[src/rtl/seq_chunk_adder_if.sv]
// Valid/ready bundle for seq_chunk_adder: the master drives operands and
// accepts results, and the slave (the adder) computes them.
interface seq_chunk_adder_if #(
  parameter int WIDTH = 16
);
  logic             in_valid;
  logic             in_ready;
  logic [WIDTH-1:0] a;
  logic [WIDTH-1:0] b;
  logic             cin;
  logic             sub;
  logic             out_valid;
  logic             out_ready;
  logic [WIDTH-1:0] sum;
  logic             cout;
  logic             ovf;

  modport master (
    output in_valid, a, b, cin, sub, out_ready,
    input  in_ready, out_valid, sum, cout, ovf
  );

  modport slave (
    input  in_valid, a, b, cin, sub, out_ready,
    output in_ready, out_valid, sum, cout, ovf
  );
endinterface

[src/rtl/seq_chunk_adder.sv]
// Multi-cycle WIDTH-bit adder/subtractor: one CHUNK-bit slice per clock, LSB first,
// with the carry between slices held in a flop so no full-width carry chain exists.
module seq_chunk_adder #(
  parameter int WIDTH = 16,
  parameter int CHUNK = 4
) (
  input logic              clk,
  input logic              rst_n,
  seq_chunk_adder_if.slave bus
);
  localparam int N   = WIDTH / CHUNK;
  localparam int CW  = (N > 1) ? $clog2(N) : 1;
  localparam int MSB = WIDTH - 1;
  localparam logic [CW-1:0] LAST_IDX = CW'(N - 1);

  localparam logic [1:0] ST_IDLE = 2'd0;
  localparam logic [1:0] ST_RUN  = 2'd1;
  localparam logic [1:0] ST_DONE = 2'd2;

  // Signed overflow: like-signed operands whose result sign differs.
  function automatic logic signed_ovf(input logic a_msb, input logic b_msb, input logic s_msb);
    return (a_msb == b_msb) && (s_msb != a_msb);
  endfunction

  logic [1:0]       state_q, state_d;
  logic [WIDTH-1:0] a_q, a_d;
  logic [WIDTH-1:0] b_q, b_d;
  logic [WIDTH-1:0] sum_q, sum_d;
  logic             c_q, c_d;
  logic [CW-1:0]    idx_q, idx_d;
  logic             cout_q, cout_d;
  logic             ovf_q, ovf_d;
  logic             in_ready_q, in_ready_d;
  logic             out_valid_q, out_valid_d;

  logic [31:0]      lsb_s;
  logic [WIDTH-1:0] a_shift_s;
  logic [WIDTH-1:0] b_shift_s;
  logic [CHUNK:0]   chunk_sum_s;

  // Slice the current chunk out of the latched operands and add it with the carry flop.
  always_comb begin
    lsb_s       = {{(32-CW){1'b0}}, idx_q} * 32'(CHUNK);
    a_shift_s   = a_q >> lsb_s;
    b_shift_s   = b_q >> lsb_s;
    chunk_sum_s = {1'b0, a_shift_s[CHUNK-1:0]} + {1'b0, b_shift_s[CHUNK-1:0]}
                + {{CHUNK{1'b0}}, c_q};
  end

  // Sequencer: accept in IDLE, one chunk per RUN cycle, hold the result in DONE.
  always_comb begin
    state_d = state_q;
    a_d     = a_q;
    b_d     = b_q;
    c_d     = c_q;
    idx_d   = idx_q;
    sum_d   = sum_q;
    cout_d  = cout_q;
    ovf_d   = ovf_q;
    case (state_q)
      ST_IDLE: begin
        if (bus.in_valid) begin
          // Subtraction runs as A + ~B + ~borrow through the same adder.
          a_d     = bus.a;
          b_d     = bus.b ^ {WIDTH{bus.sub}};
          c_d     = bus.cin ^ bus.sub;
          sum_d   = {WIDTH{1'b0}};
          idx_d   = {CW{1'b0}};
          state_d = ST_RUN;
        end else begin
          state_d = ST_IDLE;
        end
      end
      ST_RUN: begin
        // sum was cleared on accept, so OR-ing each finished slice into place is exact.
        sum_d = sum_q | (WIDTH'(chunk_sum_s[CHUNK-1:0]) << lsb_s);
        c_d   = chunk_sum_s[CHUNK];
        if (idx_q == LAST_IDX) begin
          idx_d   = {CW{1'b0}};
          cout_d  = chunk_sum_s[CHUNK];
          ovf_d   = signed_ovf(a_q[MSB], b_q[MSB], chunk_sum_s[CHUNK-1]);
          state_d = ST_DONE;
        end else begin
          idx_d   = idx_q + CW'(1);
          state_d = ST_RUN;
        end
      end
      ST_DONE: begin
        if (bus.out_ready) begin
          state_d = ST_IDLE;
        end else begin
          state_d = ST_DONE;
        end
      end
      default: begin
        state_d = ST_IDLE;
      end
    endcase
    in_ready_d  = (state_d == ST_IDLE);
    out_valid_d = (state_d == ST_DONE);
  end

  // State, datapath and handshake-flag registers.
  always_ff @(posedge clk or negedge rst_n) begin
    if (!rst_n) begin
      state_q     <= ST_IDLE;
      a_q         <= {WIDTH{1'b0}};
      b_q         <= {WIDTH{1'b0}};
      sum_q       <= {WIDTH{1'b0}};
      c_q         <= 1'b0;
      idx_q       <= {CW{1'b0}};
      cout_q      <= 1'b0;
      ovf_q       <= 1'b0;
      in_ready_q  <= 1'b1;
      out_valid_q <= 1'b0;
    end else begin
      state_q     <= state_d;
      a_q         <= a_d;
      b_q         <= b_d;
      sum_q       <= sum_d;
      c_q         <= c_d;
      idx_q       <= idx_d;
      cout_q      <= cout_d;
      ovf_q       <= ovf_d;
      in_ready_q  <= in_ready_d;
      out_valid_q <= out_valid_d;
    end
  end

  assign bus.in_ready  = in_ready_q;
  assign bus.out_valid = out_valid_q;
  assign bus.sum       = sum_q;
  assign bus.cout      = cout_q;
  assign bus.ovf       = ovf_q;
endmodule

[src/flat_wrapper.sv]
// flat-port wrapper written by rule: the top's interface ports become plain ports
module seq_chunk_adder_flat 
#(
  parameter int WIDTH = 16,
  parameter int CHUNK = 4
)
  (clk, rst_n, bus_in_valid, bus_a, bus_b, bus_cin, bus_sub, bus_out_ready, bus_in_ready, bus_out_valid, bus_sum, bus_cout, bus_ovf);
  seq_chunk_adder_if #(.WIDTH(WIDTH)) bus_i ();
  input logic clk;
  input logic rst_n;
  input wire logic [$bits(bus_i.in_valid)-1:0] bus_in_valid;
  input wire logic [$bits(bus_i.a)-1:0] bus_a;
  input wire logic [$bits(bus_i.b)-1:0] bus_b;
  input wire logic [$bits(bus_i.cin)-1:0] bus_cin;
  input wire logic [$bits(bus_i.sub)-1:0] bus_sub;
  input wire logic [$bits(bus_i.out_ready)-1:0] bus_out_ready;
  output wire logic [$bits(bus_i.in_ready)-1:0] bus_in_ready;
  output wire logic [$bits(bus_i.out_valid)-1:0] bus_out_valid;
  output wire logic [$bits(bus_i.sum)-1:0] bus_sum;
  output wire logic [$bits(bus_i.cout)-1:0] bus_cout;
  output wire logic [$bits(bus_i.ovf)-1:0] bus_ovf;
  assign bus_i.in_valid = bus_in_valid;
  assign bus_i.a = bus_a;
  assign bus_i.b = bus_b;
  assign bus_i.cin = bus_cin;
  assign bus_i.sub = bus_sub;
  assign bus_i.out_ready = bus_out_ready;
  assign bus_in_ready = bus_i.in_ready;
  assign bus_out_valid = bus_i.out_valid;
  assign bus_sum = bus_i.sum;
  assign bus_cout = bus_i.cout;
  assign bus_ovf = bus_i.ovf;
  seq_chunk_adder #(.WIDTH(WIDTH), .CHUNK(CHUNK)) u_core (.clk(clk), .rst_n(rst_n), .bus(bus_i));
endmodule
[config.mk]
export PLATFORM = sky130hd
export DESIGN_NAME = seq_chunk_adder_flat
export DESIGN_NICKNAME = d
export VERILOG_FILES = /design/src/rtl/seq_chunk_adder_if.sv /design/src/rtl/seq_chunk_adder.sv /design/src/flat_wrapper.sv
export SDC_FILE = /design/constraint.sdc
export NUM_CORES = 1
export LEC_CHECK = 0
export ABC_CLOCK_PERIOD_IN_PS = 7200
export CORE_UTILIZATION = 54
export CTS_CLUSTER_DIAMETER = 40
export DETAILED_ROUTE_END_ITERATION = 8
export GPL_TIMING_DRIVEN = 0
export PLACE_DENSITY_LB_ADDON = 0.25
export SYNTH_ARGS = -nofsm -noshare
export SYNTH_HDL_FRONTEND = slang
export SYNTH_SLANG_ARGS = --single-unit
[constraint.sdc]
create_clock -name clk -period 7.2 [get_ports clk]
set_input_delay 1.44 -clock clk [delete_from_list [all_inputs] [get_ports clk]]
set_output_delay 1.44 -clock clk [all_outputs]
set_load 0.05 [all_outputs]
==> results.py <==
metrics = {
    "floorplanning": {
        "start_util": 0.564,
        "rows": 25,
        "io_pins": 58,
        "dieArea_um2": 5220,
        "die_y_um": 72.2,
        "core_area_um2": 4720,
        "die_w_um": 72.2,
    },
    "power": {
        "peakVddDrop_v": 0.000225,
        "p_switching_uw": 742,
        "intPower_uw": 990,
        "p_leak_nw": 1.61,
        "clkPwrFrac": 0.152,
        "power_frac_comb": 0.530,
        "switching_share": 0.428,
        "cellPowerDensity_nw_per_um2": 496,
        "p_seq_frac": 0.318,
    },
    "yosys": {
        "synth-edff-count": 0,
        "synth-async-reset-ratio": 1.00,
        "syn_area_um2": 2660,
        "synth-seq-cells": 57,
        "syn_nets": 289,
        "synth_top_flop_cell": "dfrtp_1",
        "yosysWarnings": 0,
        "synthDistinctLibCells": 34,
        "syn_inst": 245,
        "synth.area.top_cells": "dfrtp_1, nand2_1, mux4_2, xnor2_1, a22o_1",
        "synth_top_area_cell": "dfrtp_1",
        "synth_top_area_frac": 0.526,
        "yosysSeqAreaShare": 0.536,
        "syn_avg_cell_area_um2": 10.9,
    },
    "cells_and_area": {
        "drive_gt1_frac": 0.132,
        "area_growth_pct": 31.3,
        "fill_cells": 339,
        "nets": 357,
        "antennaDiodeCount": 0,
        "final_common_cell": "nand2_1",
        "final_cell_mix": "nand2_1, dfrtp_1, clkdlybuf4s50_1",
        "utilization": 0.740,
        "fin_cells": 385,
    },
    "critical_path": {
        "crit_chain": "clkdlybuf4s50_1",
        "max_stage_delay_ns": 0.79,
        "cp_num_buf_inv": 1,
        "reg2reg_from": "u_core.idx_q[0]",
        "cp_data_arrival_time_ns": 1.63,
        "required_ns": 5.76,
        "crit_start": "u_core.bus.in_ready",
        "endpoint_kind": "output pin",
        "cpMaxStageDelayCell": "clkdlybuf4s50_1",
        "cp_max_fo": 1,
        "worstSetupPathType": "reg2out",
        "critPathLaunchType": "flop",
        "critical-path-top-delay-family": "buffers and inverters",
    },
    "sta": {
        "fin_crit_sh": 0.426,
        "worst_slack_ns": 4.13,
        "skew_ns": 0.00804,
        "worstMarginPinSlew_ns": 0.616,
        "slew_violations": 0,
        "setup_viol": 0,
        "rsz0062_at_grt": "false",
        "fmax_mhz": 326,
        "setup_tns_ns": 0,
        "hold_viol_final": 0,
        "fin_crit_ns": 3.07,
        "relSlewSlack": 0.590,
    },
    "hold_path": {
        "min_path_type": "reg2reg",
        "min_from": "u_core.a_q[8]",
    },
    "global_routing": {
        "met1_usage": 0.302,
        "grt_pass1_wl_um": 9110,
        "grtUsageMet3": 0.0514,
        "top_usage_layer": "met2",
        "grt_max_degree": 31,
        "grt_pass1_vias": 1968,
        "grt.overflow.total": 0,
        "grt_util_met2": 0.381,
        "antenna_found_initial": 0,
        "gr-usage-all-layers": 0.238,
    },
    "clock_network": {
        "clockBufferDepth": 2,
        "htreeDepth": 3,
        "ctsResizeCount": 0,
        "cts-root-buf": "clkbuf_8",
        "hold_buffers": 0,
        "clk_latency_ns": 0.34,
        "cts_made_buffers": 9,
        "clock_sinks": 57,
        "cts_tree": "yes",
        "path_clk_slew_ns": 0.06,
        "post_cts_buffers": 0,
    },
    "detailed_routing": {
        "vias_per_cell": 5.30,
        "antenna_left": 0,
        "drt_wl_total_um": 5450,
        "drt_iter0_drc": 91,
        "drc_errors": 0,
        "routedWlPerCell_um": 14.1,
        "first_pass_iters": 4,
        "vias": 2041,
    },
    "run_status": {
        "outcome": "complete, no violations",
    },
    "place": {
        "dp_hpwl_um": 3990,
        "dp_slack_ns": 4.27,
        "portBuffers": 56,
        "placedCellCount": 369,
        "globalplace.congestion": 0.796,
    },
    "flow_run": {
        "maxCapViolCount": 0,
    },
}
worst min-delay path: stages, from the launching register on:
cell	delay, ns
dfrtp_1	0.34
nand2_1	0.05
nand2_1	0.06
power groups by stage:
stage	logic, mW	registers (mW)	clock network (mW)
after detailed placement	0.920	0.555	0
after CTS	0.923	0.549	0.269
final	0.918	0.551	0.264
after floorplan	0.536	0.675	0
after global placement	0.895	0.547	0
after global routing	1.01	0.567	0.280
registers in the layout (all words and copies together), names as in the netlist:
| register | flops |
|---|---|
| u_core.a_q | 16 |
| u_core.b_q | 16 |
| u_core.bus.sum | 16 |
| u_core.idx_q | 2 |
| u_core.state_q | 2 |
| u_core.bus.cout | 1 |
| u_core.bus.in_ready | 1 |
| u_core.bus.out_valid | 1 |
| u_core.bus.ovf | 1 |
| u_core.c_q | 1 |
layout make-up:
type,instances,area [µm²],area share
buffer,13,90.1,0.0258
clock buffer,13,159,0.0455
timing repair buffer,57,576,0.165
sequential,57,1430,0.408
clock inverter,3,15.0,0.00429
tap,67,83.8,0.0240
multi-input combinational,175,1140,0.327
synthesized netlist by cell type, drive strengths merged, types with 2 or more instances:
| cell | number |
|---|---|
| dfrtp | 56 |
| mux4 | 8 |
| nand2b | 3 |
| a21o | 2 |
| fa | 2 |
| buf | 12 |
| nor2 | 11 |
| xnor2 | 18 |
| ha | 4 |
| a22o | 9 |
| o21ai | 17 |
| a21oi | 11 |
| nand3 | 2 |
| nand2 | 73 |
| nor3b | 3 |
cells by family after synthesis:
group | count (synthesis) | synth area share
buffers and inverters | 13 | 0.0338
multiplexers | 8 | 0.0677
XOR/XNOR | 19 | 0.0625
adder cells (fa/ha/maj) | 6 | 0.0338
AO/OA/AOI/OAI | 44 | 0.106
flip-flops | 57 | 0.536
AND/OR/NAND/NOR | 98 | 0.160
through the flow:
stage / power, mW / hold WS [ns] / area (µm²)
3_5_place_dp: 1.47 / 0.463 / 3320
5_1_grt: 1.85 / 0.504 / 3500
2_1_floorplan: 1.21 / 0.440 / 2660
3_3_place_gp: 1.44 / 0.453 / 3310
4_1_cts: 1.74 / 0.478 / 3500
6_report: 1.73 / 0.478 / 3500
per-layer routing:
metal,share of wire,vias to the layer above
li1,-,967
met1,0.43,1005
met2,0.50,58
met3,0.039,11
met4,0.024,0
met5,0,-
worst paths after layout:
check / endpoint / slack [ns] / depth (start not counted)
hold reg to reg: u_core.a_q[8] / 0.48 / 2
hold / removal: u_core.a_q[8] / 0.48 / 2
min in group asynchronous: u_core.b_q[2] / 1.11 / 1
max in group asynchronous: u_core.a_q[7] / 5.52 / 2
setup reg to reg: u_core.c_q / 4.45 / 7
setup / recovery: bus_in_ready / 4.13 / 1
(Power assumes the default switching activity.)
